<file path="src/rtl/adder_check_pkg.sv">
// Shared definitions for the adder response checker: FSM encoding, defaults
// and the reference addition used to form the expected response.
package adder_check_pkg;

  localparam int ADD_CNT_W_DEF  = 8;
  localparam int ADD_SETTLE_DEF = 2;
  localparam int ADD_MAX_W      = 32;

  typedef enum logic [1:0] {
    ST_IDLE = 2'd0,
    ST_WAIT = 2'd1,
    ST_DONE = 2'd2
  } state_t;

  // Full-width sum of two operands and a carry-in; callers keep the low WIDTH+1 bits.
  function automatic logic [ADD_MAX_W:0] exp_add(input logic [ADD_MAX_W-1:0] a,
                                                 input logic [ADD_MAX_W-1:0] b,
                                                 input logic                 cin);
    return {1'b0, a} + {1'b0, b} + {{ADD_MAX_W{1'b0}}, cin};
  endfunction

endpackage

</file>
<file path="src/rtl/adder_check_if.sv">
// Stimulus/response bundle between the adder test driver and the checker.
interface adder_check_if
  import adder_check_pkg::*;
#(
  parameter int WIDTH = 1,
  parameter int CNT_W = ADD_CNT_W_DEF
);
  logic             vld;
  logic             last;
  logic             rdy;
  logic [WIDTH-1:0] a;
  logic [WIDTH-1:0] b;
  logic             cin;
  logic [WIDTH-1:0] sum;
  logic             cout;
  logic [CNT_W-1:0] vec_cnt;
  logic [CNT_W-1:0] err_cnt;
  logic             err_flag;
  logic [2*WIDTH:0] first_err;
  logic             done;
  logic             pass;

  modport master (
    output vld, last, a, b, cin, sum, cout,
    input  rdy, vec_cnt, err_cnt, err_flag, first_err, done, pass
  );

  modport slave (
    input  vld, last, a, b, cin, sum, cout,
    output rdy, vec_cnt, err_cnt, err_flag, first_err, done, pass
  );
endinterface

</file>
<file path="src/rtl/adder_check_sat_cnt.sv">
// Generic up-counter with synchronous clear; SAT selects saturate-at-all-ones
// instead of wrapping.
module sat_cnt #(
  parameter int W   = 8,
  parameter bit SAT = 1'b0
) (
  input  logic         clk,
  input  logic         rst_n,
  input  logic         clr_i,
  input  logic         inc_i,
  output logic [W-1:0] cnt_o
);
  logic [W-1:0] cnt_q;
  logic [W-1:0] cnt_d;

  always_comb begin
    cnt_d = cnt_q;
    if (inc_i && !(SAT && (&cnt_q))) begin
      cnt_d = cnt_q + W'(1);
    end
  end

  always_ff @(posedge clk or negedge rst_n) begin
    if (!rst_n) begin
      cnt_q <= '0;
    end else if (clr_i) begin
      cnt_q <= '0;
    end else begin
      cnt_q <= cnt_d;
    end
  end

  assign cnt_o = cnt_q;
endmodule

</file>
<file path="src/rtl/adder_check.sv">
// Response checker for an adder under test: captures operands, waits SETTLE
// cycles, compares {cout,sum} with the exact sum and keeps counts and a verdict.
module adder_check
  import adder_check_pkg::*;
#(
  parameter int WIDTH  = 1,
  parameter int SETTLE = ADD_SETTLE_DEF,
  parameter int CNT_W  = ADD_CNT_W_DEF
) (
  input  logic          clk,
  input  logic          rst_n,
  input  logic          clr,
  adder_check_if.slave  bus
);
  localparam int SW  = (SETTLE > 1) ? $clog2(SETTLE) : 1;
  localparam int OPW = 2 * WIDTH + 1;

  state_t             state_q;
  logic [SW-1:0]      settle_q;
  logic [WIDTH-1:0]   a_q;
  logic [WIDTH-1:0]   b_q;
  logic               cin_q;
  logic               last_q;
  logic [WIDTH:0]     exp_q;
  logic               rdy_q;
  logic               done_q;
  logic               pass_q;
  logic               err_flag_q;
  logic [OPW-1:0]     first_err_q;

  logic [ADD_MAX_W:0] exp_full;
  logic               sample;
  logic               mismatch;

  assign exp_full = exp_add(ADD_MAX_W'(bus.a), ADD_MAX_W'(bus.b), bus.cin);

  // Upper bits of the wide reference sum are always zero for WIDTH-bit operands.
  generate
    if (WIDTH < ADD_MAX_W) begin : g_unused_hi
      logic unused_exp_hi;
      assign unused_exp_hi = ^exp_full[ADD_MAX_W:WIDTH+1];
    end
  endgenerate

  assign sample   = (state_q == ST_WAIT) && (settle_q == '0);
  assign mismatch = sample && ({bus.cout, bus.sum} != exp_q);

  always_ff @(posedge clk or negedge rst_n) begin
    if (!rst_n) begin
      state_q     <= ST_IDLE;
      settle_q    <= '0;
      a_q         <= '0;
      b_q         <= '0;
      cin_q       <= 1'b0;
      last_q      <= 1'b0;
      exp_q       <= '0;
      rdy_q       <= 1'b1;
      done_q      <= 1'b0;
      pass_q      <= 1'b0;
      err_flag_q  <= 1'b0;
      first_err_q <= '0;
    end else if (clr) begin
      state_q     <= ST_IDLE;
      settle_q    <= '0;
      a_q         <= '0;
      b_q         <= '0;
      cin_q       <= 1'b0;
      last_q      <= 1'b0;
      exp_q       <= '0;
      rdy_q       <= 1'b1;
      done_q      <= 1'b0;
      pass_q      <= 1'b0;
      err_flag_q  <= 1'b0;
      first_err_q <= '0;
    end else begin
      case (state_q)
        ST_IDLE: begin
          if (bus.vld) begin
            a_q      <= bus.a;
            b_q      <= bus.b;
            cin_q    <= bus.cin;
            last_q   <= bus.last;
            exp_q    <= exp_full[WIDTH:0];
            settle_q <= SW'(SETTLE - 1);
            rdy_q    <= 1'b0;
            state_q  <= ST_WAIT;
          end
        end
        ST_WAIT: begin
          if (settle_q != '0) begin
            settle_q <= settle_q - SW'(1);
          end else begin
            if (mismatch) begin
              err_flag_q <= 1'b1;
              if (!err_flag_q) begin
                first_err_q <= {a_q, b_q, cin_q};
              end
            end
            // A nonzero error count always coincides with err_flag, so pass keys off the flag.
            if (last_q) begin
              state_q <= ST_DONE;
              done_q  <= 1'b1;
              pass_q  <= !(err_flag_q || mismatch);
            end else begin
              state_q <= ST_IDLE;
              rdy_q   <= 1'b1;
            end
          end
        end
        ST_DONE: begin
          state_q <= ST_DONE;
        end
        default: begin
          state_q <= ST_IDLE;
          rdy_q   <= 1'b1;
        end
      endcase
    end
  end

  sat_cnt #(.W(CNT_W), .SAT(1'b0)) u_vec_cnt (
    .clk   (clk),
    .rst_n (rst_n),
    .clr_i (clr),
    .inc_i (sample),
    .cnt_o (bus.vec_cnt)
  );

  sat_cnt #(.W(CNT_W), .SAT(1'b1)) u_err_cnt (
    .clk   (clk),
    .rst_n (rst_n),
    .clr_i (clr),
    .inc_i (mismatch),
    .cnt_o (bus.err_cnt)
  );

  assign bus.rdy       = rdy_q;
  assign bus.done      = done_q;
  assign bus.pass      = pass_q;
  assign bus.err_flag  = err_flag_q;
  assign bus.first_err = first_err_q;
endmodule

</file>
<file path="src/flat_wrapper.sv">
// flat-port wrapper written by rule: the top's interface ports become plain ports
module adder_check_flat import adder_check_pkg::*;
#(
  parameter int WIDTH  = 1,
  parameter int SETTLE = ADD_SETTLE_DEF,
  parameter int CNT_W  = ADD_CNT_W_DEF
)
  (clk, rst_n, clr, bus_vld, bus_last, bus_a, bus_b, bus_cin, bus_sum, bus_cout, bus_rdy, bus_vec_cnt, bus_err_cnt, bus_err_flag, bus_first_err, bus_done, bus_pass);
  adder_check_if #(.WIDTH(WIDTH), .CNT_W(CNT_W)) bus_i ();
  input  logic clk;
  input  logic rst_n;
  input  logic clr;
  input wire logic [$bits(bus_i.vld)-1:0] bus_vld;
  input wire logic [$bits(bus_i.last)-1:0] bus_last;
  input wire logic [$bits(bus_i.a)-1:0] bus_a;
  input wire logic [$bits(bus_i.b)-1:0] bus_b;
  input wire logic [$bits(bus_i.cin)-1:0] bus_cin;
  input wire logic [$bits(bus_i.sum)-1:0] bus_sum;
  input wire logic [$bits(bus_i.cout)-1:0] bus_cout;
  output wire logic [$bits(bus_i.rdy)-1:0] bus_rdy;
  output wire logic [$bits(bus_i.vec_cnt)-1:0] bus_vec_cnt;
  output wire logic [$bits(bus_i.err_cnt)-1:0] bus_err_cnt;
  output wire logic [$bits(bus_i.err_flag)-1:0] bus_err_flag;
  output wire logic [$bits(bus_i.first_err)-1:0] bus_first_err;
  output wire logic [$bits(bus_i.done)-1:0] bus_done;
  output wire logic [$bits(bus_i.pass)-1:0] bus_pass;
  assign bus_i.vld = bus_vld;
  assign bus_i.last = bus_last;
  assign bus_i.a = bus_a;
  assign bus_i.b = bus_b;
  assign bus_i.cin = bus_cin;
  assign bus_i.sum = bus_sum;
  assign bus_i.cout = bus_cout;
  assign bus_rdy = bus_i.rdy;
  assign bus_vec_cnt = bus_i.vec_cnt;
  assign bus_err_cnt = bus_i.err_cnt;
  assign bus_err_flag = bus_i.err_flag;
  assign bus_first_err = bus_i.first_err;
  assign bus_done = bus_i.done;
  assign bus_pass = bus_i.pass;
  adder_check #(.WIDTH(WIDTH), .SETTLE(SETTLE), .CNT_W(CNT_W)) u_core (.clk(clk), .rst_n(rst_n), .clr(clr), .bus(bus_i));
endmodule
</file>
<file path="config.mk">
export PLATFORM = sky130hd
export DESIGN_NAME = adder_check_flat
export DESIGN_NICKNAME = d
export VERILOG_FILES = /design/src/rtl/adder_check_pkg.sv /design/src/rtl/adder_check_if.sv /design/src/rtl/adder_check_sat_cnt.sv /design/src/rtl/adder_check.sv /design/src/flat_wrapper.sv
export SDC_FILE = /design/constraint.sdc
export NUM_CORES = 1
export LEC_CHECK = 0
export CAP_MARGIN = 20
export CELL_PAD_IN_SITES_DETAIL_PLACEMENT = 0
export CELL_PAD_IN_SITES_GLOBAL_PLACEMENT = 1
export CORE_ASPECT_RATIO = 1.5
export CORE_MARGIN = 5
export CORE_UTILIZATION = 30
export DETAILED_ROUTE_END_ITERATION = 10
export GPL_TIMING_DRIVEN = 0
export HOLD_SLACK_MARGIN = 0.02
export PLACE_DENSITY = 0.65
export SETUP_SLACK_MARGIN = 0.4
export SLEW_MARGIN = 30
export SYNTH_ARGS = -nofsm -noshare
export SYNTH_HDL_FRONTEND = slang
export SYNTH_SLANG_ARGS = --single-unit
export TNS_END_PERCENT = 20
</file>
<file path="constraint.sdc">
create_clock -name clk -period 2.2 [get_ports clk]
set_input_delay 0.66 -clock clk [delete_from_list [all_inputs] [get_ports clk]]
set_output_delay 0.66 -clock clk [all_outputs]
set_load 0.05 [all_outputs]
</file>
==> results.json, run 1 <==
{
  "outcome": "complete, no violations",
  "dp_hpwl_um": 2872,
  "first_iter_violations": 43,
  "dieWidth_um": 69.98,
  "hold_ws_ns": 0.2933,
  "min_period_ns": 1.882,
  "postCtsHoldBufs": 0,
  "crit_path_end_kind": "output pin",
  "worstPathMaxFanout": 5,
  "diodes": 0,
  "ys_async_sr_fraction_pct": 100.0,
  "p_leak_nw": 0.9719,
  "die_y_um": 99.98,
  "finish.net_count": 213,
  "synth_area_um2": 1619,
  "grt_first_pass_wirelength_um": 6527,
  "ys_seq_elements": 32,
  "port_buffers": 31,
  "cts_tree": "done",
  "required_ns": 1.54,
  "grt_pass1_vias": 1372,
  "cts_num_sinks": 32,
  "numCtsBuffers": 5,
  "tightest_slew_ns": 0.5030,
  "yosysTopAreaCell": "dfrtp_1",
  "initial_core_util_pct": 31.11,
  "rsz0062_at_grt": "yes",
  "maxCapViolations": 0,
  "gp_congestion": 0.7818,
  "drc_errors": 0,
  "cpMaxStageDelayCell": "dlygate4sd2_1",
  "post-route-period-util_pct": 85.56,
  "first_pass_iters": 4,
  "routed_via_density": 4.881,
  "postSynthCellCount": 158,
  "powerDensity_nw_per_um2": 593.3,
  "cts-root-buf": "clkbuf_8",
  "finalWirelength_um": 3886,
  "drv_slew": 0,
  "path_clk_slew_ns": 0.07,
  "final_util_pct": 42.64,
  "gr-usage-all-layers_pct": 11.76,
  "path_cells": "dlygate4sd2_1",
  "wl_per_cell_um": 14.45,
  "grt_max_degree": 19,
  "clk_latency_ns": 0.28,
  "synth_edf_count": 0,
  "clock_skew_ns": 0.007046,
  "min_path_type": "input port to asynchronous set/reset pin",
  "antenna_found_initial": 0,
  "ys_types": 36,
  "critPathKind": "flip-flop to output pin",
  "die_area_um2": 6996,
  "setup-violations-final": 0,
  "synth_nets": 171,
  "drive_gt1_share_pct": 20.90,
  "coreArea_um2": 5205,
  "num_rows": 32,
  "yosysTopAreaCellShare_pct": 47.91,
  "finalHoldViolations": 0,
  "ant_nets": 0,
  "crit_buf_inv": 1,
  "worst_ir_drop_vdd_uv": 389.7,
  "ys_seq_area_share_pct": 49.54,
  "vias": 1313,
  "cp-start-kind": "flip-flop",
  "postSynthAreaPerCell_um2": 10.25,
  "critPathArrivalTime_ns": 1.22,
  "synth_flop_cell": "dfrtp_1",
  "h-tree-depth": 2,
  "cp_top_family": "buffers and inverters",
  "yosys_warnings": 0,
  "clk_path_buf_depth": 2,
  "synth_area_leaders": "dfrtp_1, mux2i_1, nor2_1",
  "ios": 33,
  "area_delta_synth_final_pct": 37.09,
  "max_slew_margin_pct": 66.60,
  "cpPeakStageDelay_ns": 0.55,
  "fmax_mhz": 531.3,
  "overflow": 0,
  "fill_cells": 544
}
[per-stage QoR]
stage	total power, mW	std cells	cell area (um^2)	setup slack, ns	TNS [ns]
finish	1.317	269	2220	0.3177	0
CTS	1.302	266	2131	0.2865	0
floorplan	0.7581	158	1620	0.3892	0
detailed placement	0.8366	258	2038	-0.2451	-0.6303
global placement	0.8274	257	2016	-0.3047	-6.408
global route	1.377	269	2220	0.2709	0
[kinds of logic after synthesis]
family	after synthesis	synth area share (%)
adder cells (fa/ha/maj)	3	2.782
buffers and inverters	11	3.941
AO/OA/AOI/OAI	33	12.91
flip-flops	32	49.54
AND/OR/NAND/NOR	60	19.78
multiplexers	9	5.642
XOR/XNOR	10	5.409
[power by group]
part,switching (mW),internal (mW)
clock,0.212,0.255
combinational,0.126,0.0904
sequential,0.0237,0.610
[path summary, 6_finish.rpt]
kind	slack (ns)	to	startpoint	cells after the start
worst max-delay path	0.32	bus_err_cnt[0]	u_core.u_err_cnt.cnt_o[0]	1
worst min-delay path	0.29	u_core.u_vec_cnt.cnt_o[6]	rst_n	1
worst max register to register	0.49	u_core.u_err_cnt.cnt_o[5]	u_core.state_q[1]	6
worst min register to register	0.51	u_core.bus.done	u_core.bus.done	2
max in group asynchronous	1.39	u_core.bus.rdy	rst_n	2
min in group clk	0.51	u_core.bus.done	u_core.bus.done	2
[flip-flops by register name, indices dropped and copies added (netlist names)]
name,cells
u_core.a_q,1
u_core.b_q,1
u_core.bus.done,1
u_core.bus.err_flag,1
u_core.bus.first_err,3
u_core.bus.pass,1
u_core.bus.rdy,1
u_core.cin_q,1
u_core.exp_q,2
u_core.last_q,1
u_core.settle_q,1
u_core.state_q,2
u_core.u_err_cnt.cnt_o,8
u_core.u_vec_cnt.cnt_o,8
[routing by layer]
metal  GRT usage [%]  wire length, um  part of all wire, %
met1           13.48             1605                   41
met5               0                0                    0
met3           3.707              159                  4.1
met4           5.015               63                  1.6
met2           20.10             2058                   53
[Yosys cell counts, drive strengths merged (3+ instances only)]
| cell type | instances |
|---|---|
| nand3 | 5 |
| clkbuf | 7 |
| o21ai | 6 |
| buf | 3 |
| nand2 | 10 |
| xor2 | 5 |
| a211oi | 4 |
| a21oi | 14 |
| nor2 | 19 |
| nand4 | 4 |
| xnor2 | 5 |
| nor3 | 5 |
| and3 | 3 |
| mux2i | 8 |
| nand2b | 4 |
| o21bai | 3 |
| dfrtp | 31 |
[placed cells by master (no fill, tap or decap), drive strengths merged, types with 2 or more instances in the layout]
cell type / n
a211oi: 4
a21oi: 14
and3: 3
buf: 10
clkbuf: 17
clkdlybuf4s15: 9
clkdlybuf4s50: 5
dfrtp: 31
dlygate4sd2: 11
ha: 2
mux2i: 8
nand2: 10
nand2b: 4
nand3: 5
nand4: 4
nor2: 19
nor3: 5
nor3b: 2
o21ai: 6
o21bai: 3
o31ai: 2
or3: 2
or4: 2
xnor2: 5
xor2: 5
[layout make-up]
cell class,instances,area (um^2),share of cell area [%]
inverter,1,3.754,0.1691
clock buffer,8,90.09,4.059
tap,68,85.08,3.833
sequential,32,803.3,36.19
buffer,10,68.82,3.100
multi-input combinational,115,827.0,37.26
timing repair buffer,35,341.6,15.39
[worst reg2reg max path, delay by kind of cell, from the launching register on]
kind | cells | cell delay [ns]
and+or+nand+nor | 2 | 0.72
DFF | 1 | 0.38
buffers and inverters | 2 | 0.28
AOI/OAI and AO/OA | 2 | 0.24
[what timing repair did]
action | in CTS | in global routing
pin swaps | 1 | 3
endpoints found under the setup margin | 40 | 41
setup buffers | 0 | 3
resized for setup | 47 | 25
(Power assumes the default switching activity.)
==> inputs of run 2 (changes only) <==
- ABC_AREA: unset -> 0
- SLEW_MARGIN: 30 -> unset
==> run 2 against run 1 <==
Effect of this change:
- clock skew is essentially flat
- critical path depth is the same
- first-iteration DRC count grew 14%
- via count grew 2.6%
- non-clock buffer count grew 3
- highest routed layer unchanged
==> results.json, run 2 (same netlist as run 1, synthesis figures left out) <==
{
  "final_common_cell": "dfrtp_1",
  "fin_cells": 272,
  "critPathArrivalTime_ns": 1.23,
  "diodes": 0,
  "fmax_mhz": 528.3,
  "clock_skew_ns": 0.007237,
  "drv_slew": 0,
  "postCtsHoldBufs": 0,
  "die_y_um": 99.98,
  "clk_latency_ns": 0.28,
  "use_met2_pct": 19.81,
  "cts-root-buf": "clkbuf_8",
  "grt_use_met1_pct": 13.32,
  "antenna_found_initial": 0,
  "wl_per_cell_um": 14.17,
  "dp_hpwl_um": 2783,
  "routed_via_density": 4.952,
  "busiest_layer": "met2",
  "clk_path_buf_depth": 2,
  "hold_ws_ns": 0.4307,
  "worst_ir_drop_vdd_uv": 267.0,
  "cpMaxStageDelayCell": "dlygate4sd2_1",
  "ant_nets": 0,
  "finish.net_count": 216,
  "crit_path_end_kind": "output pin",
  "overflow": 0,
  "detailedPlace.worstSlack_ns": -0.2547,
  "port_buffers": 31,
  "r2r_setup_slack_ns": 0.41,
  "path_cells": "dlygate4sd2_1",
  "finalWirelength_um": 3854,
  "cp-start-kind": "flip-flop",
  "critPathKind": "flip-flop to output pin",
  "ios": 33,
  "area_delta_synth_final_pct": 34.08,
  "max_slew_margin_pct": 51.56,
  "gp_congestion": 0.7818,
  "grt_first_pass_wirelength_um": 6492,
  "setup_slack_ns": 0.3072,
  "grt_max_degree": 33,
  "r2r_end": "u_core.u_err_cnt.cnt_o[7]",
  "grt_pass1_vias": 1356,
  "finalHoldViolations": 0,
  "setup-violations-final": 0,
  "p_leak_nw": 0.9634,
  "post-route-period-util_pct": 86.04,
  "final_cell_mix": "dfrtp_1, nor2_1, a21oi_1",
  "gr-usage-met3_pct": 3.808,
  "reg2regPathDepth": 6,
  "drive_gt1_share_pct": 22.55,
  "finalPower_mw": 1.309,
  "dp_cells": 257,
  "die_area_um2": 6996,
  "maxCapViolations": 0,
  "rsz0062_at_grt": "yes",
  "drc_errors": 0,
  "h-tree-depth": 2,
  "path_clk_slew_ns": 0.07,
  "cp_top_family": "buffers and inverters",
  "min_path_type": "input port to asynchronous set/reset pin",
  "initial_core_util_pct": 31.11,
  "vias": 1347,
  "tightest_slew_ns": 0.7265,
  "first_iter_violations": 49,
  "required_ns": 1.54,
  "worst-path-stages": 1,
  "numCtsBuffers": 5,
  "worstReg2RegStart": "u_core.state_q[1]",
  "cts_tree": "done",
  "outcome": "complete, no violations",
  "worstPathMaxFanout": 5,
  "first_pass_iters": 4,
  "min_period_ns": 1.893,
  "coreArea_um2": 5205,
  "cpPeakStageDelay_ns": 0.54,
  "gr-usage-all-layers_pct": 11.79,
  "num_rows": 32,
  "crit_buf_inv": 1,
  "cts_num_sinks": 32,
  "powerDensity_nw_per_um2": 603.0,
  "dieWidth_um": 69.98
}
## run 2: worst max path at each step
stage	from	end	slack, ns
CTS	u_core.u_err_cnt.cnt_o[6]	bus_err_cnt[6]	0.29
detailed placement	bus_cout	u_core.u_err_cnt.cnt_o[0]	-0.25
global route	u_core.u_vec_cnt.cnt_o[0]	bus_vec_cnt[0]	0.28
finish	u_core.u_err_cnt.cnt_o[5]	bus_err_cnt[5]	0.31
global placement	rst_n	u_core.u_err_cnt.cnt_o[2]	-0.30
floorplan	u_core.u_err_cnt.cnt_o[0]	u_core.u_err_cnt.cnt_o[4]	0.39
## run 2: stage by stage
stage	utilization (%)	area, um^2	TNS [ns]
3_5_place_dp	38.63	2011	-0.6664
4_1_cts	40.67	2117	0
6_report	41.71	2171	0
2_1_floorplan	-	1620	0
3_3_place_gp	38.73	2016	-6.408
5_1_grt	41.71	2171	0
## run 2: layout make-up
type / count / area, um^2
buffer: 10 / 63.81
clock buffer: 6 / 82.58
clock inverter: 2 / 10.01
fill: 553 / 3034
inverter: 1 / 3.754
multi-input combinational: 115 / 800.8
sequential: 32 / 803.3
tap: 68 / 85.08
timing repair buffer: 38 / 321.6
## run 2: layer usage
layer / part of all wire [%] / wire length [um] / up-vias
met5: 0 / 0 / -
met4: 2.1 / 81 / 0
met3: 4.9 / 187 / 7
met2: 52 / 2016 / 32
met1: 41 / 1568 / 662
li1: - / - / 646
## run 2: where the power goes
part	total (mW)	switching [mW]	internal, mW
sequential	0.632	0.0222	0.610
combinational	0.211	0.124	0.0865
clock	0.466	0.217	0.249
## run 2: repair_timing
item / 4_1_cts / 5_1_grt
resized for setup: 51 / 22
endpoints found under the setup margin: 40 / 37
setup buffers: 4 / 3
pin swaps: 2 / 1
==> inputs of run 3 (changes only) <==
- PLACE_DENSITY: 0.65 -> 0.64
- SYNTH_HIERARCHICAL: unset -> 1
==> run 3 against run 2 <==
Effect of this change:
- synthesized cell count down 3.2%
- worst hold slack improved by 0.00062 ns
- combinational power is 2% lower
- critical path type unchanged
- count of clock-buffer cells in the layout unchanged
- sequential share of layout area shrank 0.94 points
- cell count unchanged
==> results.json, run 3 <==
{
  "area_delta_synth_final_pct": 31.27,
  "first_pass_iters": 4,
  "rsz0062_at_grt": "yes",
  "max_slew_margin_pct": 51.59,
  "fin_cells": 272,
  "die_y_um": 102.1,
  "tns_ns": 0,
  "maxCapViolations": 0,
  "cts_num_sinks": 32,
  "p_clk_share_pct": 33.7,
  "wl_per_cell_um": 13.85,
  "dieWidth_um": 71.40,
  "synth_flop_cell": "dfrtp_1",
  "critPathKind": "flip-flop to output pin",
  "p_sw_mw": 0.3492,
  "die_area_um2": 7290,
  "gr-usage-all-layers_pct": 11.29,
  "required_ns": 1.54,
  "fill_cells": 568,
  "cp-start-kind": "flip-flop",
  "crit_path_end_kind": "output pin",
  "ant_nets": 0,
  "final_common_cell": "dfrtp_1",
  "critPathArrivalTime_ns": 1.24,
  "gp_congestion": 0.7136,
  "min_period_ns": 1.904,
  "finalWirelength_um": 3768,
  "clock_skew_ns": 0.001450,
  "synthTopCellsByCount": "dfrtp_1, nor2_1, mux2i_1, a21oi_1, nand2b_1",
  "drv_slew": 0,
  "synth_edf_count": 0,
  "tightest_slew_ns": 0.7261,
  "postCtsHoldBufs": 0,
  "drc_errors": 0,
  "grt_first_pass_wirelength_um": 6534,
  "worst_ir_drop_vdd_uv": 412.7,
  "fmax_mhz": 525.3,
  "ys_async_sr_fraction_pct": 100.0,
  "drive_gt1_share_pct": 27.23,
  "overflow": 0,
  "first_iter_violations": 55,
  "power_frac_comb_pct": 16.3,
  "post-route-period-util_pct": 86.53,
  "reg2regPathDepth": 7,
  "vias": 1289,
  "yosysTopAreaCell": "dfrtp_1",
  "grt_max_degree": 33,
  "coreArea_um2": 5492,
  "powerDensity_nw_per_um2": 567.9,
  "synth_area_um2": 1697,
  "setup-violations-final": 0,
  "antenna_found_initial": 0,
  "path_clk_slew_ns": 0.06,
  "synth_nets": 166,
  "postSynthCellCount": 153,
  "clk_path_buf_depth": 2,
  "grt_pass1_vias": 1355,
  "initial_core_util_pct": 30.90,
  "yosysTopAreaCellShare_pct": 45.72,
  "finish.net_count": 215,
  "routed_via_density": 4.739,
  "min_path_type": "input port to asynchronous set/reset pin",
  "worstPathMaxFanout": 5,
  "outcome": "complete, no violations",
  "ios": 33,
  "seq_power_share_pct": 49.9,
  "p_leak_nw": 1.010,
  "numCtsBuffers": 5,
  "final_cell_mix": "dfrtp_1, nor2_1, dlygate4sd2_1, mux2i_1, buf_4",
  "dp_cells": 255,
  "postSynthAreaPerCell_um2": 11.09,
  "worst-path-stages": 1,
  "path_cells": "dlygate4sd2_1",
  "num_rows": 33,
  "clk_latency_ns": 0.28,
  "switching_share_pct": 27.61,
  "cpMaxStageDelayCell": "dlygate4sd2_1",
  "diodes": 0,
  "finalHoldViolations": 0,
  "dp_hpwl_um": 2693,
  "crit_buf_inv": 1,
  "cts_tree": "done",
  "h-tree-depth": 2,
  "cp_top_family": "buffers and inverters",
  "ys_seq_area_share_pct": 47.27,
  "p_int_mw": 0.9157,
  "cts-root-buf": "clkbuf_8",
  "ys_types": 43,
  "synth_area_leaders": "dfrtp_1, mux2i_1, nand2b_1",
  "yosysMostFrequentCell": "dfrtp_1",
  "port_buffers": 32,
  "cpPeakStageDelay_ns": 0.55,
  "yosys_warnings": 6,
  "ys_seq_elements": 32
}
[run 3: path summary, 6_finish.rpt]
| kind | from | to | slack, ns |
|---|---|---|---|
| max reg2reg | u_core/state_q[1] | u_core/u_err_cnt/cnt_o[5] | 0.47 |
| min in group clk | u_core/bus.done | u_core/bus.done | 0.52 |
| min | rst_n | u_core/state_q[0] | 0.43 |
| max in group asynchronous | rst_n | u_core/settle_q | 1.26 |
| max | u_core/u_err_cnt/cnt_o[1] | bus_err_cnt[1] | 0.30 |
| min reg2reg | u_core/bus.done | u_core/bus.done | 0.52 |
[run 3: metrics by stage]
step | power, mW | hold slack (ns) | util, % | worst slack, ns | instance area, um^2
2_1_floorplan | 0.7603 | 0.3644 | - | 0.3891 | 1712
3_3_place_gp | 0.8288 | 0.5079 | 38.60 | -0.2740 | 2120
3_5_place_dp | 0.8342 | 0.5101 | 38.51 | -0.3014 | 2115
4_1_cts | 1.277 | 0.4629 | 39.51 | 0.2763 | 2170
5_1_grt | 1.328 | 0.5157 | 40.56 | 0.2403 | 2227
6_report | 1.265 | 0.4313 | 40.56 | 0.2964 | 2227
[run 3: per-layer routing]
| metal | track usage, % | share of wire, % | wire length, um | up-vias |
|---|---|---|---|---|
| li1 | - | - | - | 633 |
| met1 | 13.96 | 44 | 1666 | 625 |
| met2 | 18.91 | 49 | 1863 | 26 |
| met3 | 2.756 | 4.6 | 175 | 5 |
| met4 | 4.342 | 1.7 | 63 | 0 |
| met5 | 0 | 0 | 0 | - |
[run 3: kinds of logic (layout without fill, tap and decap cells)]
kind of cell / Yosys count / after routing / share of synthesized area, %
AND/OR/NAND/NOR: 57 / 57 / 20.50
XOR/XNOR: 6 / 6 / 3.097
flip-flops: 32 / 32 / 47.27
AO/OA/AOI/OAI: 26 / 26 / 11.58
multiplexers: 16 / 16 / 10.62
buffers and inverters: 13 / 62 / 4.277
adder cells (fa/ha/maj): 3 / 3 / 2.655
[run 3: repair_timing]
action                                  CTS  global route
hold endpoints to repair                  0             0
buffers inserted                          3             7
pin swaps                                 3             5
endpoints found under the setup margin   43            28
gates resized for setup                  64            11
[run 3: cell type report]
class	instances	area, um^2	area share (%)
Timing Repair Buffer	42	331.6	14.89
Multi-Input combinational cell	108	847.1	38.03
Clock buffer	6	72.57	3.258
Sequential cell	32	803.3	36.07
Inverter	5	18.77	0.8427
Tap cell	70	87.58	3.933
Buffer	8	61.31	2.753
Clock inverter	1	5.005	0.2247
[run 3: power by group through the flow]
| stage | registers (mW) | logic (mW) | clock network (mW) |
|---|---|---|---|
| 4_1_cts | 0.630 | 0.195 | 0.451 |
| 3_3_place_gp | 0.641 | 0.188 | 0 |
| 3_5_place_dp | 0.642 | 0.192 | 0 |
| 6_report | 0.632 | 0.207 | 0.426 |
| 5_1_grt | 0.635 | 0.226 | 0.467 |
| 2_1_floorplan | 0.672 | 0.0885 | 0 |
